## config.mk

```make
export PLATFORM = sky130hd
export DESIGN_NAME = jogador_automatico
export DESIGN_NICKNAME = d
export VERILOG_FILES = /design/src/rtl/jogador_pkg.sv /design/src/rtl/jogador_memoria.sv /design/src/rtl/jogador_automatico.sv
export SDC_FILE = /design/constraint.sdc
export NUM_CORES = 1
export LEC_CHECK = 0
export ABC_AREA = 1
export CORE_MARGIN = 2
export CORE_UTILIZATION = 59
export DETAILED_ROUTE_END_ITERATION = 10
export GPL_TIMING_DRIVEN = 0
export PLACE_DENSITY_LB_ADDON = 0.1
export SLEW_MARGIN = 25
export SYNTH_ARGS = -nofsm -noshare
export SYNTH_HDL_FRONTEND = slang
export SYNTH_SLANG_ARGS = --single-unit
```

## constraint.sdc

```tcl
create_clock -name clock -period 2.55 [get_ports clock]
set_input_delay 0.51 -clock clock [delete_from_list [all_inputs] [get_ports clock]]
set_output_delay 0.51 -clock clock [all_outputs]
set_load 0.005 [all_outputs]
```

## src/rtl/jogador_pkg.sv

```systemverilog
// Shared definitions for the automatic Genius player: state encoding,
// LED/button bus width and a one-hot helper.
package jogador_pkg;

  localparam int LED_W = 4;

  localparam logic [3:0] EST_IDLE      = 4'd0;
  localparam logic [3:0] EST_INICIA    = 4'd1;
  localparam logic [3:0] EST_OBSERVA   = 4'd2;
  localparam logic [3:0] EST_LED_ATIVO = 4'd3;
  localparam logic [3:0] EST_PRESS     = 4'd4;
  localparam logic [3:0] EST_SOLTA     = 4'd5;
  localparam logic [3:0] EST_FIM       = 4'd6;

  typedef enum logic [3:0] {
    ST_IDLE      = EST_IDLE,
    ST_INICIA    = EST_INICIA,
    ST_OBSERVA   = EST_OBSERVA,
    ST_LED_ATIVO = EST_LED_ATIVO,
    ST_PRESS     = EST_PRESS,
    ST_SOLTA     = EST_SOLTA,
    ST_FIM       = EST_FIM
  } estado_t;

  // True when exactly one bit of the LED value is set.
  function automatic logic is_one_hot(input logic [LED_W-1:0] v);
    return (v != '0) && ((v & (v - 1'b1)) == '0);
  endfunction

endpackage

```

## src/rtl/jogador_memoria.sv

```systemverilog
// Move store for one round: DEPTH entries of one LED value each.
// Synchronous write, asynchronous read; contents are not reset.
module jogador_memoria
  import jogador_pkg::*;
#(
  parameter int DEPTH = 16,
  parameter int AW    = $clog2(DEPTH)
) (
  input  logic             clock,
  input  logic             we,
  input  logic [AW-1:0]    wr_addr,
  input  logic [LED_W-1:0] wr_data,
  input  logic [AW-1:0]    rd_addr,
  output logic [LED_W-1:0] rd_data
);

  logic [LED_W-1:0] mem [DEPTH];

  // Capture a shown move into the addressed slot.
  always_ff @(posedge clock) begin
    if (we) mem[wr_addr] <= wr_data;
  end

  assign rd_data = mem[rd_addr];

endmodule

```

## src/rtl/jogador_automatico.sv

```systemverilog
// Automatic Genius player. Records moves shown on leds, then replays them
// as press/release pulses on botoes once the display has been quiet for
// GAP_CYCLES. Optional build macro JOGADOR_ERRO_EN adds erro_idx/erro_en to
// deliberately corrupt one replayed move.
//
// Bus protocol: a move is any nonzero leds value, counted once from its
// first nonzero cycle until leds returns to zero. A button press is a
// nonzero botoes held PRESS_CYCLES, always followed by RELEASE_CYCLES of zero.
module jogador_automatico
  import jogador_pkg::*;
#(
  parameter int DEPTH          = 16,
  parameter int PRESS_CYCLES   = 100,
  parameter int RELEASE_CYCLES = 100,
  parameter int GAP_CYCLES     = 50,
  parameter int INICIAR_CYCLES = 5
) (
  input  logic             clock,
  input  logic             reset,
  input  logic             ativar,
  input  logic [LED_W-1:0] leds,
  input  logic             pronto,
  input  logic             ganhou,
  input  logic             perdeu,
`ifdef JOGADOR_ERRO_EN
  input  logic [4:0]       erro_idx,
  input  logic             erro_en,
`endif
  output logic             iniciar,
  output logic [LED_W-1:0] botoes,
  output logic [4:0]       rodada,
  output logic             terminou,
  output logic             erro_captura,
  output logic [3:0]       db_estado
);

  localparam int TMAX_A = (PRESS_CYCLES > RELEASE_CYCLES) ? PRESS_CYCLES : RELEASE_CYCLES;
  localparam int TMAX_B = (GAP_CYCLES > INICIAR_CYCLES) ? GAP_CYCLES : INICIAR_CYCLES;
  localparam int TMAX   = (TMAX_A > TMAX_B) ? TMAX_A : TMAX_B;
  localparam int TW     = $clog2(TMAX + 1);
  localparam int AW     = $clog2(DEPTH);
  localparam int PW     = AW + 1;

  estado_t          state_q, state_d;
  logic [TW-1:0]    timer_q, timer_d;
  logic [PW-1:0]    wptr_q, wptr_d;
  logic [PW-1:0]    rptr_q, rptr_d;
  logic [PW-1:0]    rodada_q, rodada_d;
  logic             erro_q, erro_d;
  logic             ativar_q;
  logic             iniciar_q, terminou_q;
  logic [LED_W-1:0] botoes_q;
  logic             mem_we;
  logic [LED_W-1:0] mem_rd_data;
  logic [LED_W-1:0] press_val;

  // pronto is informational only; the game outcome comes from ganhou/perdeu.
  logic unused_pronto;
  assign unused_pronto = pronto;

  jogador_memoria #(.DEPTH(DEPTH), .AW(AW)) u_memoria (
    .clock   (clock),
    .we      (mem_we),
    .wr_addr (wptr_q[AW-1:0]),
    .wr_data (leds),
    .rd_addr (rptr_d[AW-1:0]),
    .rd_data (mem_rd_data)
  );

  // Next-state, timer, pointer and capture logic; game end overrides all.
  always_comb begin
    state_d  = state_q;
    timer_d  = timer_q;
    wptr_d   = wptr_q;
    rptr_d   = rptr_q;
    rodada_d = rodada_q;
    erro_d   = erro_q;
    mem_we   = 1'b0;
    if (state_q != ST_IDLE && state_q != ST_FIM && (ganhou || perdeu)) begin
      state_d = ST_FIM;
      timer_d = '0;
    end else begin
      case (state_q)
        ST_IDLE: begin
          if (ativar && !ativar_q) begin
            state_d = ST_INICIA;
            timer_d = '0;
            erro_d  = 1'b0;
          end
        end
        ST_INICIA: begin
          if (timer_q == TW'(INICIAR_CYCLES - 1)) begin
            state_d  = ST_OBSERVA;
            timer_d  = '0;
            wptr_d   = '0;
            rodada_d = '0;
          end else begin
            timer_d = timer_q + 1'b1;
          end
        end
        ST_OBSERVA: begin
          if (leds != '0) begin
            state_d = ST_LED_ATIVO;
            timer_d = '0;
            if (!is_one_hot(leds) || rodada_q == PW'(DEPTH)) begin
              erro_d = 1'b1;
            end else begin
              mem_we   = 1'b1;
              wptr_d   = wptr_q + 1'b1;
              rodada_d = rodada_q + 1'b1;
            end
          end else if (rodada_q != '0) begin
            if (timer_q == TW'(GAP_CYCLES - 1)) begin
              state_d = ST_PRESS;
              timer_d = '0;
              rptr_d  = '0;
            end else begin
              timer_d = timer_q + 1'b1;
            end
          end
        end
        ST_LED_ATIVO: begin
          if (leds == '0) begin
            state_d = ST_OBSERVA;
            timer_d = '0;
          end
        end
        ST_PRESS: begin
          if (timer_q == TW'(PRESS_CYCLES - 1)) begin
            state_d = ST_SOLTA;
            timer_d = '0;
          end else begin
            timer_d = timer_q + 1'b1;
          end
        end
        ST_SOLTA: begin
          if (timer_q == TW'(RELEASE_CYCLES - 1)) begin
            timer_d = '0;
            rptr_d  = rptr_q + 1'b1;
            if (rptr_q + 1'b1 == rodada_q) begin
              state_d  = ST_OBSERVA;
              wptr_d   = '0;
              rodada_d = '0;
            end else begin
              state_d = ST_PRESS;
            end
          end else begin
            timer_d = timer_q + 1'b1;
          end
        end
        ST_FIM: begin
          if (!ativar) state_d = ST_IDLE;
        end
        default: state_d = ST_IDLE;
      endcase
    end
  end

  // Value to drive for the press being entered (optionally corrupted).
  always_comb begin
    press_val = mem_rd_data;
`ifdef JOGADOR_ERRO_EN
    if (erro_en && rptr_d == PW'(erro_idx)) begin
      press_val = {mem_rd_data[LED_W-2:0], mem_rd_data[LED_W-1]};
    end
`endif
  end

  // State, counters and registered outputs derived from the next state.
  always_ff @(posedge clock or negedge reset) begin
    if (!reset) begin
      state_q    <= ST_IDLE;
      timer_q    <= '0;
      wptr_q     <= '0;
      rptr_q     <= '0;
      rodada_q   <= '0;
      erro_q     <= 1'b0;
      ativar_q   <= 1'b0;
      iniciar_q  <= 1'b0;
      terminou_q <= 1'b0;
      botoes_q   <= '0;
    end else begin
      state_q    <= state_d;
      timer_q    <= timer_d;
      wptr_q     <= wptr_d;
      rptr_q     <= rptr_d;
      rodada_q   <= rodada_d;
      erro_q     <= erro_d;
      ativar_q   <= ativar;
      iniciar_q  <= (state_d == ST_INICIA);
      terminou_q <= (state_d == ST_FIM);
      botoes_q   <= (state_d == ST_PRESS) ? press_val : '0;
    end
  end

  assign iniciar      = iniciar_q;
  assign botoes       = botoes_q;
  assign terminou     = terminou_q;
  assign rodada       = 5'(rodada_q);
  assign erro_captura = erro_q;
  assign db_estado    = state_q;

endmodule

```

==> reports/results.ini, run 1 <==
[place]
preCtsSetupSlack_ns = -0.9872
port_buffers = 24
hpwl_um = 7835
placed_area_um2 = 5251
routabilityCongestion = 0.9354

[synth]
syn-instance-count = 509
yosysSeqAreaShare_pct = 56.48
synth_area_leader_cell = edfxtp_1
synthesis.nets = 529
yosysUniqueCellTypes = 34
avgSynthCellArea_um2 = 9.557
yosys_warnings = 0
synthTopCellsByCount = nand2_1, nand3_1, edfxtp_1, nor2_1, inv_1
yosysMostFrequentCell = nand2_1
yosys_most_used_dff = edfxtp_1
synth_top_area_share_pct = 39.51
synth_edf_count = 64
netlist_area_um2 = 4865
async_flop_share_pct = 34.02
yosys-top-cells-area = edfxtp_1, dfrtp_1, nand3_1
ys_seq_elements = 97

[timing]
setup_ws_ns = 0.1237
finalSetupViolCount = 0
slew_viol_final = 0
period_needed_ns = 2.426
rsz0062_at_grt = true
tns_ns = 0
clock_skew_ns = 0.01092
whs_ns = 0.5122
hold_viol = 0
fmax_ghz = 0.4121
fin_crit_sh_pct = 95.15

[global_route]
grt_pass1_wl_um = 17860
grt_use_total_pct = 26.71
grt_max_degree = 25
overflow = 0
grt_pass1_vias = 3484
grt_antenna_before_repair = 0

[setup_path]
crit_chain = clkdlybuf4s18_2 > inv_1 > nand2_1 > nor2_1 > inv_1 > o21ai_0 > nor2_1 > nand3_1 > inv_2 > nand2_1 > nor2_2
cp-start-kind = input pin
critical_path_required_ns = 2.60
crit_end = u_memoria.mem[7][1]$_DFFE_PP_
crit_path_end_kind = flip-flop
critical_path_arrival_ns = 2.48
critPathMaxFanout = 17
rr_endpoint = botoes[3]$_DFF_PN0_
reg2reg_from = timer_q[1]$_DFFE_PN0P_
ff2ff_setup_slack_ns = 0.17
cpMaxStageDelayCell = clkdlybuf4s18_2
ff2ff_path_depth = 15
slowest_delay_ns = 0.38
path_class = in2reg
critPathLaunch = leds[2]

[clocking]
cts_tree = done
clk_pin_slew_ns = 0.10
clk_latency_ns = 0.36
cts_root_buf = clkbuf_8
clockBufferDepth = 2
cts_made_buffers = 9
cts_sinks = 97
htreeDepth = 3

[route]
drtIter0Drc = 277
antenna_left = 0
routed_wl_um = 11090
wl_per_cell_um = 16.83
dr_total_vias = 3701
wl_met1_um = 5053
vias_per_cell = 5.616
drcViolationCount = 0
wl_met2_um = 5090
drt-pass1-iter-count = 7
maxUsedRoutingLayer = met4
wl_met3_um = 794

[cells_and_area]
final_nets = 569
syn2layout_area_growth_pct = 14.09
drive_gt1_share_pct = 17.33
design_area_um2 = 5550
post-route-util_pct = 68.58
antennaDiodeCount = 0
fillers = 671

[pwr]
worst_ir_drop_vdd_v = 0.0004360
p_leak_nw = 2.201
p_per_area_nw_per_um2 = 774.7

[run_status]
status = finished, final reports clean

[floorplan]
die_y_um = 94.81
start_util_pct = 60.11
io_pins = 26
rows = 33
fp.coreArea_um2 = 8093
die_w_um = 94.81
dieArea_um2 = 8988

[hold_path]
min_path_type = reg2reg
worstHoldStart = erro_captura$_DFFE_PN0P_

[flow_run]
cap_violations = 0

layout make-up:
cell class	instances	area, um2	share of cell area [%]
multi-input cells	348	1903	34.29
clock inverters	7	65.06	1.172
inverters	51	191.4	3.449
plain buffers	13	115.1	2.074
flip-flops and latches	97	2748	49.50
repair buffers	29	272.8	4.914
clock buffers	9	123.9	2.232
well taps	105	131.4	2.367
layer usage:
metal	global-route usage (%)	vias to the layer above
li1	-	1797
met1	39.44	1755
met2	39.66	137
met3	5.188	12
met4	9.179	0
met5	0	-
state kept, by name (all words and copies together) (netlist names):
name           flops
u_memoria.mem     64
timer_q            7
rodada             5
rptr_q             5
botoes             4
db_estado          4
wptr_q             4
ativar_q           1
erro_captura       1
iniciar            1
terminou           1
power breakdown:
part / switching (mW) / leakage (nW) / internal, mW
clock: 0.577 / 0.0925 / 0.375
sequential: 0.106 / 1.01 / 1.79
combinational: 0.909 / 1.10 / 0.541
total: 1.59 / 2.20 / 2.71
kinds of logic after synthesis:
group | synth area share [%]
simple gates | 27.85
flops | 56.48
buf+inv | 6.250
compound gates | 4.964
xor+xnor | 1.801
fa+ha+maj | 2.572
other cells | 0.07709
through the flow:
step                      total power [mW]  std cells
final                                4.300        659
after global routing                 4.563        659
after CTS                            4.272        656
after detailed placement             3.328        639
after global placement               3.306        638
after floorplan                      2.852        509
worst min path at each step:
stage / end / cells past startpoint
after floorplan: ativar_q$_DFF_PN0_ / 0
after global placement: erro_captura$_DFFE_PN0P_ / 2
after detailed placement: timer_q[3]$_DFFE_PN0P_ / 1
after CTS: timer_q[3]$_DFFE_PN0P_ / 2
after global routing: timer_q[3]$_DFFE_PN0P_ / 2
final: erro_captura$_DFFE_PN0P_ / 2
cells in the final DEF, fill, tap and decap left out, types with 3 or more instances in the layout:
cell / instances
nand2_1: 97
nand2_2: 11
xnor2_1: 3
inv_1: 42
o21ai_0: 12
nand3_1: 96
dfrtp_1: 33
ha_1: 9
a31oi_1: 3
nor2_1: 44
nor3_1: 4
buf_6: 6
nor2_4: 11
xor2_1: 7
buf_2: 5
nand4_1: 4
clkbuf_8: 9
o211ai_1: 3
inv_2: 9
o31ai_1: 4
buf_4: 7
a21oi_1: 9
clkdlybuf4s50_1: 19
nor2_2: 15
edfxtp_1: 64
nand2_4: 3
what timing repair did:
action,in CTS,in global routing
buffers inserted,0,3
hold endpoints to repair,3,0
hold buffers,1,0
pin swaps,0,1
gates resized for setup,16,35
endpoints found under the setup margin,81,71
critical path, delay by kind of cell:
kind	cells	cell delay [ns]
AO/OA/AOI/OAI	1	0.12
buffers and inverters	4	0.77
AND/OR/NAND/NOR	6	1.07
Note: power is estimated with default switching activity, not from simulation.
==> inputs of run 2 (changes only) <==
--- a/config.mk
+++ b/config.mk
@@ -5,7 +5,7 @@
 export SDC_FILE = /design/constraint.sdc
 export NUM_CORES = 1
 export LEC_CHECK = 0
-export ABC_AREA = 1
+export ABC_AREA = 0
 export CORE_MARGIN = 2
 export CORE_UTILIZATION = 59
 export DETAILED_ROUTE_END_ITERATION = 10
==> run 2 against run 1 <==
Net effect:
- the flow now finishes with violations (setup timing)
- global-route usage grew 2.3 points
- hold slack worse by 0.46 ns
- wire length up 14%
- cell count down 8.6%
- sequential power about the same
- clock-buffer cell count increased by 1
- largest power group unchanged
- highest routed layer unchanged
==> reports/results.ini, run 2 <==
[place]
hpwl_um = 7569  ; -3.4%
dp_cells = 557  ; -13%
placed_area_um2 = 5200  ; -0.98%
routabilityCongestion = 0.9011  ; -3.7%
port_buffers = 24  ; unchanged

[floorplan]
die_y_um = 94.20  ; -0.64%
die_w_um = 94.20  ; -0.64%
fp.coreArea_um2 = 7807  ; -3.5%
start_util_pct = 61.47  ; +1.4 points
rows = 32  ; -3.0%
io_pins = 26  ; unchanged
dieArea_um2 = 8873  ; -1.3%

[setup_path]
cp-start-kind = flip-flop
critical_path_arrival_ns = 3.25  ; +0.77 ns
rr_endpoint = botoes[1]$_DFF_PN0_
critical_path_required_ns = 2.84  ; +0.24 ns
ff2ff_setup_slack_ns = -0.41  ; -0.58 ns
critPathMaxFanout = 5  ; -12
ff2ff_path_depth = 12  ; -3
reg2reg_from = timer_q[1]$_DFFE_PN0P_
crit_path_end_kind = flip-flop
path_class = reg2reg

[cells_and_area]
largest_register_ffs = 64  ; unchanged
mostFrequentLayoutCells = edfxtp_1, nand2_1, dfrtp_1, buf_4
final_nets = 515  ; -9.5%
drive_gt1_share_pct = 34.00  ; +17 points
largest-register = u_memoria.mem
final_common_cell = edfxtp_1
post-route-util_pct = 79.97  ; +11 points
fillers = 435  ; -35%
design_area_um2 = 6243  ; +12%
reg.largest.list = u_memoria.mem (64), timer_q (7)
stdcell_count = 602  ; -8.6%
syn2layout_area_growth_pct = 30.08
antennaDiodeCount = 0  ; unchanged

[synth]
synth_area_leader_cell = edfxtp_1
yosysSeqAreaShare_pct = 57.25  ; +0.77 points
yosysMostFrequentCell = edfxtp_1
netlist_area_um2 = 4800  ; -1.3%
async_flop_share_pct = 34.02  ; unchanged
yosys_most_used_dff = edfxtp_1
yosysUniqueCellTypes = 66  ; +94%
synthesis.nets = 450  ; -15%
synthTopCellsByCount = edfxtp_1, nand2_1, nor2_1, dfrtp_1, a21oi_1
avgSynthCellArea_um2 = 11.16  ; +17%
yosys_warnings = 0  ; unchanged
yosys-top-cells-area = edfxtp_1, dfrtp_1, nand2_1
synth_top_area_share_pct = 40.04  ; +0.54 points
synth_edf_count = 64  ; unchanged
syn-instance-count = 430  ; -16%
ys_seq_elements = 97  ; unchanged

[pwr]
worst_ir_drop_vdd_v = 0.0004355  ; -0.11%
p_per_area_nw_per_um2 = 752.2  ; -2.9%
p_leak_nw = 2.264  ; +2.8%

[route]
antenna_left = 0  ; unchanged
drt-pass1-iter-count = 5  ; -2
routed_wl_um = 12650  ; +14%
drtIter0Drc = 413  ; +49%
drcViolationCount = 0  ; unchanged
vias_per_cell = 6.460  ; +15%
wl_per_cell_um = 21.01  ; +25%
dr_total_vias = 3889  ; +5.1%

[timing]
setup_ws_ns = -0.4087  ; -0.5324 ns
tightest_slew_ns = 0.6911
slew_viol_final = 0  ; unchanged
finalSetupViolCount = 4  ; +4
period_needed_ns = 2.959  ; +0.5324 ns
hold_viol = 0  ; unchanged
fin_crit_sh_pct = 116.0  ; +21 points
fmax_ghz = 0.3380  ; -18%
whs_ns = 0.05165  ; -0.4606 ns
slew_headroom_pct = 53.92
clock_skew_ns = 0.01923  ; +0.008309 ns
rsz0062_at_grt = true

[clocking]
cts_root_buf = clkbuf_8
htreeDepth = 3  ; unchanged
clk_latency_ns = 0.37  ; about the same
clk_pin_slew_ns = 0.11  ; about the same
clockBufferDepth = 2  ; unchanged
cts_hold_buf = 0  ; -1
cts_tree = done
cts_made_buffers = 9  ; unchanged
cts_sinks = 97  ; unchanged

[flow_run]
cap_violations = 0  ; unchanged

[global_route]
grt_use_total_pct = 28.98  ; +2.3 points
grt_pass1_vias = 3550  ; +1.9%
grt_pass1_wl_um = 19020  ; +6.5%
overflow = 0  ; unchanged
grt_max_degree = 21  ; -16%
grt_antenna_before_repair = 0  ; unchanged

[hold_path]
min_path_type = in2async

[run_status]
failed_checks = setup timing
status = finished with violations

-- run 2: changes by cell type in the layout (fill, tap and decap cells not counted), sizes merged, moves of 5 or more --
cell / previous run / this run
o21ai: 12 / 20
nand2: 111 / 62
buf: 19 / 48
nor2: 70 / 35
clkbuf: 11 / 17
mux2i: 0 / 15
a21oi: 11 / 25
inv: 54 / 23
nand3: 99 / 11
nand2b: 0 / 5
a311oi: 0 / 5
a22oi: 0 / 8
-- run 2: where the power goes --
group / total (mW) / leakage, nW / switching (mW) / internal (mW)
registers: 1.93 / 0.998 / 0.128 / 1.80
logic: 1.73 / 1.17 / 0.936 / 0.791
clock network: 1.04 / 0.0969 / 0.572 / 0.471
total: 4.70 / 2.26 / 1.64 / 3.06
-- run 2: area by class of cell --
type	instances	area, um2	share of cell area [%]
sequential	97	2755	44.13
multi-input combinational	292	2392	38.32
timing repair buffer	59	559.3	8.958
clock buffer	10	127.6	2.044
buffer	16	127.6	2.044
tap	102	127.6	2.044
inverter	20	77.57	1.242
clock inverter	6	76.32	1.222
-- run 2: worst max-delay path, stage by stage, from the launching register on --
cell and delay, ns:
dfrtp_1 0.40, inv_2 0.08, ha_4 0.12, or4b_4 0.47
nor4_4 0.25, buf_6 0.18, o21ai_2 0.06, a211oi_2 0.30
o211ai_1 0.17, buf_4 0.20, a311oi_2 0.33, a21oi_1 0.13
o21ai_1 0.18
-- run 2: worst max-delay path by stage --
stage | start | to | slack (ns) | cells after the start
4_1_cts | timer_q[0]$_DFFE_PN0P_ | botoes[0]$_DFF_PN0_ | -0.28 | 12
6_report | timer_q[1]$_DFFE_PN0P_ | botoes[1]$_DFF_PN0_ | -0.41 | 12
3_3_place_gp | leds[3] | botoes[1]$_DFF_PN0_ | -1.51 | 12
3_5_place_dp | leds[0] | botoes[0]$_DFF_PN0_ | -1.56 | 11
5_1_grt | timer_q[1]$_DFFE_PN0P_ | botoes[1]$_DFF_PN0_ | -0.52 | 12
2_1_floorplan | leds[0] | botoes[1]$_DFF_PN0_ | -0.11 | 11
-- run 2: repair_timing --
action,in CTS,in global routing
setup endpoints to repair,92,85
setup buffers,20,13
cloned,1,0
pin swaps,23,14
hold endpoints to repair,0,0
resized for setup,99,52
-- run 2: kinds of logic after synthesis --
logic type | after synthesis | share of synthesized area, %
simple gates | 155 | 16.32
compound gates | 97 | 14.34
flops | 97 | 57.25
buf+inv | 41 | 3.728
mux | 15 | 3.128
xor+xnor | 14 | 2.555
fa+ha+maj | 10 | 2.607
other cells | 1 | 0.07813
-- run 2: per-stage QoR --
step	worst slack [ns]	TNS, ns	power [mW]
3_3_place_gp	-1.508	-87.04	3.102
4_1_cts	-0.2765	-1.042	4.394
6_report	-0.4087	-1.400	4.696
5_1_grt	-0.5167	-2.077	4.892
2_1_floorplan	-0.1067	-0.4154	2.710
3_5_place_dp	-1.555	-88.31	3.144
-- run 2: per-layer routing --
layer / routed length [um] / GRT usage [%]
met1: 5355 / 41.43
met2: 5836 / 43.63
met3: 1090 / 6.501
met4: 367 / 10.75
met5: 0 / 0
